## src/rtl/dispatch_queue.sv

```systemverilog
// dispatch_queue: FIFO of decoded instructions issuing one per cycle
// to RS/LSB/RoB/RF with CDB bypass and back-to-back hazard forwarding.
module dispatch_queue #(
  parameter int IQ_WIDTH  = 2,
  parameter int RoB_WIDTH = 3
) (
  input  logic                 clk_in,
  input  logic                 rst_in,
  input  logic                 rdy_in,
  input  logic                 new_instruction_en,
  input  logic [31:0]          new_pc,
  input  logic [31:0]          new_imm,
  input  logic [6:0]           new_opcode,
  input  logic [4:0]           new_rs1,
  input  logic [4:0]           new_rs2,
  input  logic [4:0]           new_rd,
  input  logic                 new_predict_result,
  output logic                 new_instruction_able,
  input  logic                 RS_isFull,
  input  logic                 LSB_isFull,
  input  logic                 RoB_isFull,
  input  logic                 RoB_flush_signal,
  input  logic                 cdb_en,
  input  logic [RoB_WIDTH-1:0] cdb_rob_index,
  input  logic [31:0]          cdb_value,
  output logic [4:0]           RF_rs1,
  output logic [4:0]           RF_rs2,
  input  logic [RoB_WIDTH:0]   RF_Qj,
  input  logic [RoB_WIDTH:0]   RF_Qk,
  input  logic [31:0]          RF_Vj,
  input  logic [31:0]          RF_Vk,
  output logic                 RS_en,
  output logic                 LSB_en,
  output logic                 RoB_en,
  output logic                 RF_en,
  output logic [RoB_WIDTH-1:0] iss_rob_index,
  output logic [6:0]           iss_opcode,
  output logic [31:0]          iss_Vj,
  output logic [31:0]          iss_Vk,
  output logic [31:0]          iss_imm,
  output logic [31:0]          iss_pc,
  output logic [RoB_WIDTH:0]   iss_Qj,
  output logic [RoB_WIDTH:0]   iss_Qk,
  output logic [4:0]           iss_rd,
  output logic [31:0]          iss_next_pc,
  output logic                 iss_predict,
  output logic                 iss_ready,
  output logic [31:0]          iss_ready_data
);

  localparam int DEPTH = 1 << IQ_WIDTH;
  localparam logic [IQ_WIDTH:0] FULL = (IQ_WIDTH+1)'(DEPTH);
  localparam logic [RoB_WIDTH:0] NON_DEP =
    (RoB_WIDTH+1)'(1 << RoB_WIDTH);

  logic [31:0]          r_pc   [DEPTH];
  logic [31:0]          r_imm  [DEPTH];
  logic [6:0]           r_op   [DEPTH];
  logic [4:0]           r_rs1  [DEPTH];
  logic [4:0]           r_rs2  [DEPTH];
  logic [4:0]           r_rd   [DEPTH];
  logic                 r_pred [DEPTH];
  logic [IQ_WIDTH-1:0]  r_head;
  logic [IQ_WIDTH-1:0]  r_tail;
  logic [IQ_WIDTH:0]    r_count;
  logic [RoB_WIDTH-1:0] r_rob;

  logic [6:0]  w_op;
  logic [31:0] w_pc, w_imm, w_pc_imm, w_pc_4;
  logic [4:0]  w_rd;
  logic w_lui, w_auipc, w_jal, w_jalr, w_br, w_ld, w_st;
  logic w_ialu, w_ralu, w_valid, w_noreg;
  logic w_to_rs, w_to_lsb, w_use_rs2, w_wr_rd;
  logic w_push, w_pop, w_issue, w_blocked;
  logic [RoB_WIDTH:0] w_qj, w_qk;
  logic [31:0] w_vj, w_vk;

  assign w_op     = r_op[r_head];
  assign w_pc     = r_pc[r_head];
  assign w_imm    = r_imm[r_head];
  assign w_rd     = r_rd[r_head];
  assign w_pc_imm = w_pc + w_imm;
  assign w_pc_4   = w_pc + 32'd4;

  assign w_lui   = w_op == 7'd1;
  assign w_auipc = w_op == 7'd2;
  assign w_jal   = w_op == 7'd3;
  assign w_jalr  = w_op == 7'd4;
  assign w_br    = w_op >= 7'd5  && w_op <= 7'd10;
  assign w_ld    = w_op >= 7'd11 && w_op <= 7'd15;
  assign w_st    = w_op >= 7'd16 && w_op <= 7'd18;
  assign w_ialu  = w_op >= 7'd19 && w_op <= 7'd27;
  assign w_ralu  = w_op >= 7'd28 && w_op <= 7'd37;
  assign w_valid = w_op != 7'd0 && w_op <= 7'd37;
  assign w_noreg = w_lui || w_auipc || w_jal;

  assign w_to_rs   = w_jalr || w_br || w_ialu || w_ralu;
  assign w_to_lsb  = w_ld || w_st;
  assign w_use_rs2 = w_br || w_st || w_ralu;
  assign w_wr_rd   = w_noreg || w_jalr || w_ld || w_ialu || w_ralu;

  assign RF_rs1 = w_noreg ? 5'd0 : r_rs1[r_head];
  assign RF_rs2 = w_use_rs2 ? r_rs2[r_head] : 5'd0;

  assign new_instruction_able = r_count < FULL;
  assign w_push = new_instruction_en && (r_count < FULL);

  // Invalid opcodes need no unit, so they drain without waiting.
  assign w_blocked = RoB_isFull
                  || (w_to_rs && RS_isFull)
                  || (w_to_lsb && LSB_isFull);
  assign w_pop   = (r_count != '0) && (!w_valid || !w_blocked);
  assign w_issue = w_pop && w_valid;

  // Last issue's RF occupation lands one cycle late; forward its tag.
  always_comb begin
    w_qj = RF_Qj;
    w_vj = RF_Vj;
    w_qk = RF_Qk;
    w_vk = RF_Vk;
    if (RF_en && RF_rs1 != 5'd0 && RF_rs1 == iss_rd) begin
      w_qj = {1'b0, iss_rob_index};
      w_vj = '0;
    end else if (RF_Qj != NON_DEP && cdb_en
                 && cdb_rob_index == RF_Qj[RoB_WIDTH-1:0]) begin
      w_qj = NON_DEP;
      w_vj = cdb_value;
    end
    if (RF_en && RF_rs2 != 5'd0 && RF_rs2 == iss_rd) begin
      w_qk = {1'b0, iss_rob_index};
      w_vk = '0;
    end else if (RF_Qk != NON_DEP && cdb_en
                 && cdb_rob_index == RF_Qk[RoB_WIDTH-1:0]) begin
      w_qk = NON_DEP;
      w_vk = cdb_value;
    end
    if (!w_use_rs2) begin
      w_qk = NON_DEP;
      w_vk = '0;
    end
  end

  always_ff @(posedge clk_in) begin
    if (!rst_in && !RoB_flush_signal && rdy_in && w_push) begin
      r_pc[r_tail]   <= new_pc;
      r_imm[r_tail]  <= new_imm;
      r_op[r_tail]   <= new_opcode;
      r_rs1[r_tail]  <= new_rs1;
      r_rs2[r_tail]  <= new_rs2;
      r_rd[r_tail]   <= new_rd;
      r_pred[r_tail] <= new_predict_result;
    end
  end

  always_ff @(posedge clk_in) begin
    if (rst_in) begin
      r_head         <= '0;
      r_tail         <= '0;
      r_count        <= '0;
      r_rob          <= '0;
      RS_en          <= 1'b0;
      LSB_en         <= 1'b0;
      RoB_en         <= 1'b0;
      RF_en          <= 1'b0;
      iss_rob_index  <= '0;
      iss_opcode     <= '0;
      iss_Vj         <= '0;
      iss_Vk         <= '0;
      iss_imm        <= '0;
      iss_pc         <= '0;
      iss_Qj         <= '0;
      iss_Qk         <= '0;
      iss_rd         <= '0;
      iss_next_pc    <= '0;
      iss_predict    <= 1'b0;
      iss_ready      <= 1'b0;
      iss_ready_data <= '0;
    end else if (RoB_flush_signal) begin
      r_head  <= '0;
      r_tail  <= '0;
      r_count <= '0;
      r_rob   <= '0;
      RS_en   <= 1'b0;
      LSB_en  <= 1'b0;
      RoB_en  <= 1'b0;
      RF_en   <= 1'b0;
    end else if (rdy_in) begin
      if (w_push) r_tail <= r_tail + 1'b1;
      if (w_pop)  r_head <= r_head + 1'b1;
      if (w_push && !w_pop) r_count <= r_count + 1'b1;
      else if (!w_push && w_pop) r_count <= r_count - 1'b1;
      RoB_en <= w_issue;
      RS_en  <= w_issue && w_to_rs;
      LSB_en <= w_issue && w_to_lsb;
      RF_en  <= w_issue && w_wr_rd && (w_rd != 5'd0);
      if (w_issue) begin
        r_rob          <= r_rob + 1'b1;
        iss_rob_index  <= r_rob;
        iss_opcode     <= w_op;
        iss_Vj         <= w_vj;
        iss_Vk         <= w_vk;
        iss_Qj         <= w_qj;
        iss_Qk         <= w_qk;
        iss_imm        <= w_ralu ? 32'd0 : w_imm;
        iss_pc         <= w_pc;
        iss_rd         <= (w_br || w_st) ? 5'd0 : w_rd;
        iss_next_pc    <= (w_jal || w_br) ? w_pc_imm : w_pc_4;
        iss_predict    <= w_br && r_pred[r_head];
        iss_ready      <= w_noreg;
        iss_ready_data <= w_lui   ? w_imm :
                          w_auipc ? w_pc_imm :
                          w_jal   ? w_pc_4 : 32'd0;
      end
    end
  end

endmodule
```

## config.mk

```make
export PLATFORM = sky130hd
export DESIGN_NAME = dispatch_queue
export DESIGN_NICKNAME = d
export VERILOG_FILES = /design/src/rtl/dispatch_queue.sv
export SDC_FILE = /design/constraint.sdc
export NUM_CORES = 1
export LEC_CHECK = 0
export ABC_AREA = 1
export BUFFER_PORTS_ARGS = -buffer_cell sky130_fd_sc_hd__buf_2
export CAP_MARGIN = 10
export CORE_MARGIN = 1.5
export CORE_UTILIZATION = 50
export DETAILED_ROUTE_END_ITERATION = 12
export HOLD_SLACK_MARGIN = 0.08
export PLACE_DENSITY = 0.72
export SLEW_MARGIN = 10
export SYNTH_ARGS = -nofsm -noshare
export SYNTH_HDL_FRONTEND = slang
export SYNTH_SLANG_ARGS = --single-unit
```

## constraint.sdc

```tcl
create_clock -name clk_in -period 6.4 [get_ports clk_in]
set_input_delay 0.32 -clock clk_in [delete_from_list [all_inputs] [get_ports clk_in]]
set_output_delay 0.32 -clock clk_in [all_outputs]
set_load 0.02 [all_outputs]
```

==> impl_results.md <==
* CP startpoint kind: flip-flop
* Synth area leader: edfxtp_1
* Final #Nets at 3589
* Seq cells post-synth at 581
* Clock Tree Root: clkbuf_16
* EDFF count, synth at 348
* First-pass GRT wire length at 138900 um
* Critical path type: reg2reg
* Slew @ Worst Pin at 1.033 ns
* Die X at approximately 230 um
* Core ar. at 51510 um2
* P_leak at 13.10 nW
* Status: complete, no violations
* Min-Delay Path Class: in2reg
* CP arrival at 5.29 ns
* Finished Cell Area at about 32000 um2
* Sequential area share after synthesis at between 50 and 60%
* Syn_area_per_cell at around 9 um2
* Resize count post-CTS at 0
* Final Critical Period at 4.817 ns
* Post-synthesis cell area at 26110 um2
* Final Hold Fails at 0
* Post-Syn Nets at 3094
* Synthesized instance count at 2851
* Die area at ~54000 um2
* Power density cells at roughly 260 nW/um2
* Pre-CTS worst setup slack at 1.750 ns
* Placed Area at 28790 um2
* RSZ-0062 raised after global routing: false
* Share of post-route cells with drive strength above 1 at between 15 and 20%
* Largest net degree at the start of global routing at 177
* Number of routed nets with antenna violations at 0
* DR vias/cell at 5.740
* Distinct cells, synth at 50
* Worst-skew pair later-pin latency at 0.62 ns
* CTS buffer count at 58
* Max IR drop VDD at approximately 250 uV
* GRT Residual Overflow at 0
* Worst Path Max Fanout at 40
* IO Count at 435
* Skew final at 0.01849 ns
* Crit. End Element: flip-flop
* DRC at 0
* Total number of vias at between 20000 and 25000
* All-Layer GR Usage at 34.94%
* Commonest non-fill, non-tap cell in the layout: nand2_1
* Yosys warns at 0
* H-tree levels at 2
* Final setup violating endpoints at 0
* Die H at 231.5 um
* Final WL at 95960 um
* Async S/R FF share, synth at 0%
* I/O Buffers at 434
* Initial antenna violation count at 2
* Clk buf depth at 3
* Most frequent cells in the layout: nand2_1, buf_2, edfxtp_1, o21ai_0, a21oi_1
* Final hold slack at 0.1024 ns
* Fin Setup TNS at 0 ns
* Worst rel slew slack at 30.42%
* CTS clk-pin slew, worst paths at 0.07 ns
* Synth Flop Type: edfxtp_1
* Clock sinks at 581
* Final worst path period share at 75.27%
* CTS tree: built
* GP Congestion at slightly below 1
* Detailed Route Iter0 Violations at between 2000 and 2500
* Initial Util at between 50% and 60%
* Top cells by area, synth: edfxtp_1, dfxtp_1, nand2_1
* Fmax at 207.6 MHz
* DRT Pass-1 Iters at 6
* Pins Over Slew Limit at 0
* Dpl hpwl at ~68000 um
* Max Cap Violations at 0
* DR WL/cell at 23.55 um
* Rows at a little over 80
* Post-CTS setup repair buffer count at 0
* Area Growth Syn to Fin at 22.32%
* Yosys top cell area share at between 40% and 50%
* Vias in the first global route at 21960
* CP Data Required Time at 6.87 ns
* Post-route setup slack at approximately 1.6 ns
-- worst max-delay path, stage by stage, from the launching register on --
cell	delay, ns
dfxtp_2	0.33
inv_2	0.70
buf_4	0.46
o21ai_0	0.19
o22ai_1	0.54
ha_1	0.30
inv_1	0.06
fa_1	0.38
nand3b_1	0.17
nand2_1	0.11
a21oi_1	0.16
o21bai_1	0.31
nand4_1	0.18
nand3_1	0.12
nand2_1	0.07
nand3_1	0.08
o21ai_0	0.10
a21oi_1	0.14
nand2_1	0.06
o21ai_0	0.10
nor2_1	0.05
-- path summary, 6_finish.rpt --
check                                                  endpoint  depth (start not counted)  slack, ns                       start
worst max-delay path            iss_ready_data[24]$_SDFFE_PP0P_                         20       1.58                   flip-flop
worst min-delay path                    iss_Vk[31]$_SDFFE_PP0P_                          5       0.10                   RF_Vk[31]
worst max register to register  iss_ready_data[24]$_SDFFE_PP0P_                         20       1.58                   flip-flop
worst min register to register       iss_opcode[6]$_SDFFE_PP0P_                          2       0.46  iss_opcode[6]$_SDFFE_PP0P_
-- synth_stat cells (7+ instances only) --
library cell  count
dfxtp_1         233
xnor2_1          14
clkbuf_1         78
edfxtp_1        348
ha_1             38
a31oi_1          24
a32oi_1           9
o211ai_1          8
inv_1           147
buf_6             8
nand4_1          21
nand3_1         241
nor2_1          259
buf_4            31
nor3_1            9
nand2_1         611
o21ai_0         285
inv_2            10
a211oi_1         16
or2_2             7
nor4_1            7
o22ai_1          52
a21oi_1         257
xor2_1           24
buf_2            41
o21ai_1           9
-- sequential cells by signal (all words and copies together) (netlist names), 4 cells and up, named ones only --
name / count
r_rs2: 20
iss_next_pc: 32
r_pred: 4
iss_pc: 32
iss_Qj: 4
r_pc: 128
r_op: 28
iss_rd: 5
r_imm: 128
iss_ready_data: 32
iss_Qk: 4
iss_Vj: 32
r_rs1: 20
iss_opcode: 7
iss_imm: 32
r_rd: 20
iss_Vk: 32
-- metrics by stage --
| stage | instances | power [mW] | utilization, % |
|---|---|---|---|
| 3_3_place_gp | 3855 | 4.654 | 55.89 |
| 5_1_grt | 4073 | 8.458 | 61.99 |
| 2_1_floorplan | 2851 | 4.402 | - |
| 3_5_place_dp | 3855 | 4.659 | 55.89 |
| 4_1_cts | 4072 | 8.243 | 61.96 |
| 6_report | 4074 | 8.233 | 62.00 |
-- routing by layer --
layer,routed length [um],GRT usage [%],part of all wire (%)
met5,0,0,0
met2,45950,58.19,48
met4,5386,18.26,5.6
met3,7555,5.536,7.9
met1,37070,43.89,39
-- kinds of logic after synthesis --
family                   synth area share, %
multiplexers                          0.1534
AND/OR/NAND/NOR                        18.88
buffers and inverters                  5.502
adder cells (fa/ha/maj)                1.975
XOR/XNOR                               1.275
AO/OA/AOI/OAI                          14.32
flip-flops                             57.89
-- report_power, final --
part,total (mW),switching [mW],internal (mW)
Sequential,3.99,0.0116,3.98
Clock,3.58,1.45,2.13
Combinational,0.658,0.432,0.226
Total,8.23,1.90,6.34
-- area by class of cell --
cell class	instances	area [um2]
Antenna cell	1	2.502
Inverter	158	598.1
Timing Repair Buffer	599	3739
Clock buffer	77	1687
Sequential cell	581	15120
Fill cell	4354	19570
Clock inverter	30	335.3
Tap cell	680	850.8
Multi-Input combinational cell	1948	9604
-- timing repair --
| item | 4_1_cts | 5_1_grt |
|---|---|---|
| endpoints found under the setup margin | 0 | 0 |
| endpoints found under the hold margin | 370 | 0 |
| hold buffers | 110 | 0 |
(Power assumes the default switching activity.)
